<file path="config.mk">
export PLATFORM = sky130hd
export DESIGN_NAME = compound_seq_producer
export DESIGN_NICKNAME = d
export VERILOG_FILES = /design/src/rtl/compound_seq_producer.sv
export SDC_FILE = /design/constraint.sdc
export NUM_CORES = 1
export LEC_CHECK = 0
export ABC_AREA = 1
export CORE_MARGIN = 8
export CORE_UTILIZATION = 45
export CTS_CLUSTER_SIZE = 25
export DETAILED_ROUTE_END_ITERATION = 7
export PLACE_DENSITY = 0.67
export SYNTH_ARGS = -nofsm -noshare
export SYNTH_HDL_FRONTEND = slang
export SYNTH_SLANG_ARGS = --single-unit
</file>
<file path="constraint.sdc">
create_clock -name clk -period 4.4 [get_ports clk]
set_clock_uncertainty 0.05 [all_clocks]
set_input_delay 0.44 -clock clk [delete_from_list [all_inputs] [get_ports clk]]
set_output_delay 0.44 -clock clk [all_outputs]
set_load 0.005 [all_outputs]
</file>
<file path="src/rtl/compound_seq_producer.sv">
// -----------------------------------------------------------------------------
// compound_seq_producer
//
// Produces a stream of compound {x, y} messages on a blocking master port
// using a notify/sync handshake. x is a running sequence number, y is the
// accumulator of the channel the message belongs to, and channels are visited
// round-robin. A burst of INIT_COUNT messages is sent, after which the block
// parks until restart is pulsed; the sequence and accumulators then continue
// where they left off.
//
// Parameters:
//   DATA_W     - width of x, y and in_step
//   NUM_CH     - number of channels (>= 1)
//   INIT_COUNT - messages per burst (>= 1, fits in 32 bits)
//
// Ports:
//   clk          in   clock, rising edge
//   rst          in   asynchronous active-high reset
//   in_step      in   accumulator increment, sampled in SEC_CALC
//   restart      in   starts a new burst, honoured only in SEC_HOLD
//   m_out_sync   in   consumer accepts the offered message
//   m_out_x      out  message sequence number
//   m_out_y      out  accumulator value of the current channel
//   m_out_ch     out  current channel index
//   m_out_notify out  message valid
//   m_out_parity out  XOR of {ch, x, y}; present only with the macro below
//   busy         out  high while a burst is in progress
//
// Build option:
//   COMPOUND_SEQ_PARITY_EN - when defined, adds the m_out_parity output.
// -----------------------------------------------------------------------------
module compound_seq_producer #(
  parameter  int DATA_W     = 32,
  parameter  int NUM_CH     = 2,
  parameter  int INIT_COUNT = 30,
  localparam int CH_W       = (NUM_CH > 1) ? $clog2(NUM_CH) : 1
) (
  input  logic              clk,
  input  logic              rst,
  input  logic [DATA_W-1:0] in_step,
  input  logic              restart,
  input  logic              m_out_sync,
  output logic [DATA_W-1:0] m_out_x,
  output logic [DATA_W-1:0] m_out_y,
  output logic [CH_W-1:0]   m_out_ch,
  output logic              m_out_notify,
`ifdef COMPOUND_SEQ_PARITY_EN
  output logic              m_out_parity,
`endif
  output logic              busy
);

  typedef enum logic [1:0] {
    SEC_SEND,
    SEC_CALC,
    SEC_HOLD
  } section_t;

  section_t          r_section;
  section_t          w_section_nxt;
  logic [DATA_W-1:0] r_x;
  logic [CH_W-1:0]   r_ch;
  logic [DATA_W-1:0] r_acc [NUM_CH];
  logic [31:0]       r_remaining;
  logic              w_transfer;
  logic              w_last;

  assign w_transfer = m_out_notify & m_out_sync;
  assign w_last     = (r_remaining == 32'd1);

  // NOTE: sequential state uses non-blocking assignments so every register
  // samples the pre-edge values of its neighbours, independent of block order.
  always_ff @(posedge clk or posedge rst) begin
    if (rst) begin
      r_section <= SEC_SEND;
    end else begin
      r_section <= w_section_nxt;
    end
  end

  // NOTE: the next state is defaulted to the current state before the case,
  // so no path leaves it unassigned and no latch is inferred.
  always_comb begin
    w_section_nxt = r_section;
    unique case (r_section)
      SEC_SEND: if (w_transfer) w_section_nxt = SEC_CALC;
      SEC_CALC: w_section_nxt = w_last ? SEC_HOLD : SEC_SEND;
      SEC_HOLD: if (restart) w_section_nxt = SEC_SEND;
      default:  w_section_nxt = SEC_SEND;
    endcase
  end

  // NOTE: the accumulator array is architectural state (y must read 0 after
  // reset), so it is reset element by element rather than left uninitialised.
  always_ff @(posedge clk or posedge rst) begin
    if (rst) begin
      r_x         <= '0;
      r_ch        <= '0;
      r_remaining <= 32'(INIT_COUNT);
      for (int i = 0; i < NUM_CH; i++) begin
        r_acc[i] <= '0;
      end
    end else begin
      unique case (r_section)
        SEC_CALC: begin
          r_acc[r_ch] <= r_acc[r_ch] + in_step;
          r_x         <= r_x + 1'b1;
          r_ch        <= (r_ch == CH_W'(NUM_CH - 1)) ? '0 : r_ch + 1'b1;
          r_remaining <= r_remaining - 32'd1;
        end
        SEC_HOLD: begin
          if (restart) r_remaining <= 32'(INIT_COUNT);
        end
        default: ;
      endcase
    end
  end

  // Message fields only move in SEC_CALC, so they are stable while notify=1.
  assign m_out_x      = r_x;
  assign m_out_y      = r_acc[r_ch];
  assign m_out_ch     = r_ch;
  assign m_out_notify = (r_section == SEC_SEND);
  assign busy         = (r_section != SEC_HOLD);

`ifdef COMPOUND_SEQ_PARITY_EN
  assign m_out_parity = ^{m_out_ch, m_out_x, m_out_y};
`endif

endmodule

</file>
==> metrics.md <==
| Metric | Value |
|---|---|
| Avg Inst Size Synth | `~6.7 um2` |
| Port buffer count | `slightly above 100` |
| Final non-filler cell total | `between 1.5k and 2k` |
| Initial antenna violation count | `0` |
| Leak Pwr | `between 0.005 and 0.006 uW` |
| Post-Syn Instances | `between 1k and 1.5k` |
| Relative slew slack | `a little over half` |
| Total power | `6550 uW` |
| Final Hold Viols | `0` |
| Sum Neg Setup Slack | `0 ns` |
| Seq/Total Area, Yosys | `about 38%` |
| Commonest non-fill, non-tap cells in the layout | `nand2_1, inv_1, dfrtp_1` |
| DP Cell Count | `1601` |
| Synthesized net count | `roughly 1.4k` |
| Max IR drop VDD | `roughly 320 uV` |
| Max-Cap Viols | `0` |
| Cell row count | `50` |
| Clock Tree Root | `clkbuf_16` |
| Worst Path Arrival | `3.00 ns` |
| H-Tree Depth | `4` |
| Compound-cell area share of the yosys netlist | `~7.1%` |
| Vias per inst | `around 5.0` |
| Hold Buf Count CTS | `0` |
| Worst slew pin tran | `approximately 0.7 ns` |
| Most common cell after layout, fill and taps aside | `nand2_1` |
| Hpwl dp | `around 17000 um` |
| Largest family of logic cells by synthesized area | `simple AND/OR/NAND/NOR gates` |
| Async set-reset flop share out of synthesis | `100%` |
| Top_reg_cell synth | `dfrtp_1` |
| CP max FO | `29` |
| First-pass GRT wire length | `just under 40000 um` |
| Largest net degree at the start of global routing | `around 100` |
| Ys Warns | `0` |
| Clk sinks | `roughly 130` |
| N_diodes | `0` |
| GP Congestion | `slightly below 0.9` |
| Hold Crit Class | `input port to asynchronous set/reset pin` |
| Critical path required time | `~4.7 ns` |
| Iter 0 DRT Violations | `555` |
| Simple-gate portion of the synthesized area | `a little over a third` |
| Die X | `between 150 and 200 um` |
| Total grt overflow | `0` |
| Detailed-router iteration count before antenna repair | `5` |
| Post_cts resized | `0` |
| Mapped Area | `about 0.0087 mm2` |
| Pre-CTS WS | `1.68 ns` |
| Core area | `approximately 0.019 mm2` |
| Vias | `slightly above 8k` |
| DRC Markers | `0` |
| Final Cycle Share | `between 60% and 70%` |
| Post-CTS setup buffers | `0` |
| Peak Freq | `366 MHz` |
| Vias in the first global route | `around 8k` |
| CP Class | `flip-flop to flip-flop` |
| CTS Buf Count | `17` |
| Share of layout cells above drive strength 1 | `about 4.9%` |
| Slew Limit Fails | `0` |
| Hold slack | `around 0.33 ns` |
| Adder-Cell Fraction of Synth Area | `approximately 5.1%` |
| Final setup viols | `0` |
| Mux share of post-synthesis cell area | `0%` |
| Syn-to-layout area delta | `21.6%` |
| Pwr per Cell Area | `between 600 and 700 mW/mm2` |
| Clk_lat worst skew | `0.43 ns` |
| FF-to-FF setup slack | `1.66 ns` |
| Clock transition at the registers of the reported paths | `roughly 0.060 ns` |
| DIE AREA | `roughly 0.024 mm2` |
| WL/cell | `14.2 um` |
| Final net count | `1457` |
| Post-synth EDFFs | `0` |
| Initial Utilization | `between 40% and 50%` |
| Crit. End Element | `flip-flop` |
| Total GRT Usage | `about a fifth` |
| Startpoint type of the worst setup path | `flip-flop` |
| Clk buf depth | `2` |
| Synth cell types | `38` |
| Post-layout min period | `between 2 and 3 ns` |
| Ports | `about 100` |
| Routed Antenna Nets | `0` |
| Die Height | `approximately 150 um` |
| #FFs+latches synth | `131` |
| WL final | `roughly 23000 um` |
| TritonCTS clock tree | `built` |
| Post-synthesis xor/xnor area fraction | `4.66%` |
| RSZ-0062 raised after global routing | `false` |
| Final WS setup | `roughly 1.7 ns` |
| Status | `finished, final reports clean` |
## through the flow
stage / utilization (%) / area (um2)
2_1_floorplan: - / 8650
3_3_place_gp: 52.8 / 9910
3_5_place_dp: 52.8 / 9910
4_1_cts: 56.1 / 10500
5_1_grt: 56.1 / 10500
6_report: 56.1 / 10500
## area by class of cell
class / instances / area, um2
fill: 1833 / 8240
multi-input combinational: 921 / 4480
clock buffer: 20 / 457
tap: 234 / 293
clock inverter: 12 / 155
inverter: 207 / 779
timing repair buffer: 108 / 1080
sequential: 131 / 3280
## registers in the layout, indices dropped and copies added, names as in the netlist
name	flops
r_remaining	32
r_section	2
r_acc	64
m_out_x	32
m_out_ch	1
## cells in the mapped netlist (5+ instances only)
cell type / number / area (um2)
o21ai_0: 68 / 340
inv_1: 202 / 758
ha_1: 34 / 425
nand3_1: 91 / 455
xor2_1: 24 / 210
inv_2: 5 / 18.8
nand4_1: 13 / 81.3
xnor2_1: 22 / 193
a21oi_1: 33 / 165
clkbuf_1: 16 / 60.1
dfrtp_1: 127 / 3180
nor2_1: 99 / 372
nor3_1: 11 / 55.1
nand2_1: 479 / 1800
nor2_2: 8 / 50.1
## layer usage
| metal | up-vias | wire, um | global-route usage (%) |
|---|---|---|---|
| li1 | 4196 | - | - |
| met1 | 3790 | 10900 | 25.8 |
| met2 | 175 | 10900 | 33.0 |
| met3 | 22 | 1110 | 3.65 |
| met4 | 0 | 281 | 5.83 |
| met5 | - | 0 | 0 |
## worst max-delay path, cell delays in order (launching register included)
cell	delay, ns
dfrtp_1	0.38
buf_4	0.33
o21ai_0	0.18
ha_1	0.27
fa_1	0.46
nand3_1	0.12
nand3_1	0.15
nand3_1	0.11
nand3_1	0.15
nand2_1	0.16
nand3_1	0.10
nand3_1	0.10
nand2_1	0.05
## logic make-up (layout without fill, tap and decap cells)
kind of cell	after synthesis	after routing
buf+inv	233	347
flops	131	131
xor+xnor	46	46
simple gates	724	724
fa+ha+maj	35	35
compound gates	116	116
## report_power, final
part	leakage [uW]	switching [uW]	internal, uW
clock	0.000296	554	922
combinational	0.00367	1990	1270
sequential	0.00165	224	1600
## final timing paths
kind / startpoint / end / depth (start not counted)
worst min-delay path: rst / r_acc[30]$_DFFE_PP0P_ / 2
min in group clk: r_acc[1]$_DFFE_PP0P_ / r_acc[1]$_DFFE_PP0P_ / 2
worst max-delay path: m_out_ch$_DFFE_PP0P_ / r_acc[60]$_DFFE_PP0P_ / 12
max in group asynchronous: rst / r_remaining[7]$_DFFE_PP0P_ / 3
worst min register to register: r_acc[1]$_DFFE_PP0P_ / r_acc[1]$_DFFE_PP0P_ / 2
worst max register to register: m_out_ch$_DFFE_PP0P_ / r_acc[60]$_DFFE_PP0P_ / 12
Power figures use the tool's default switching activity.
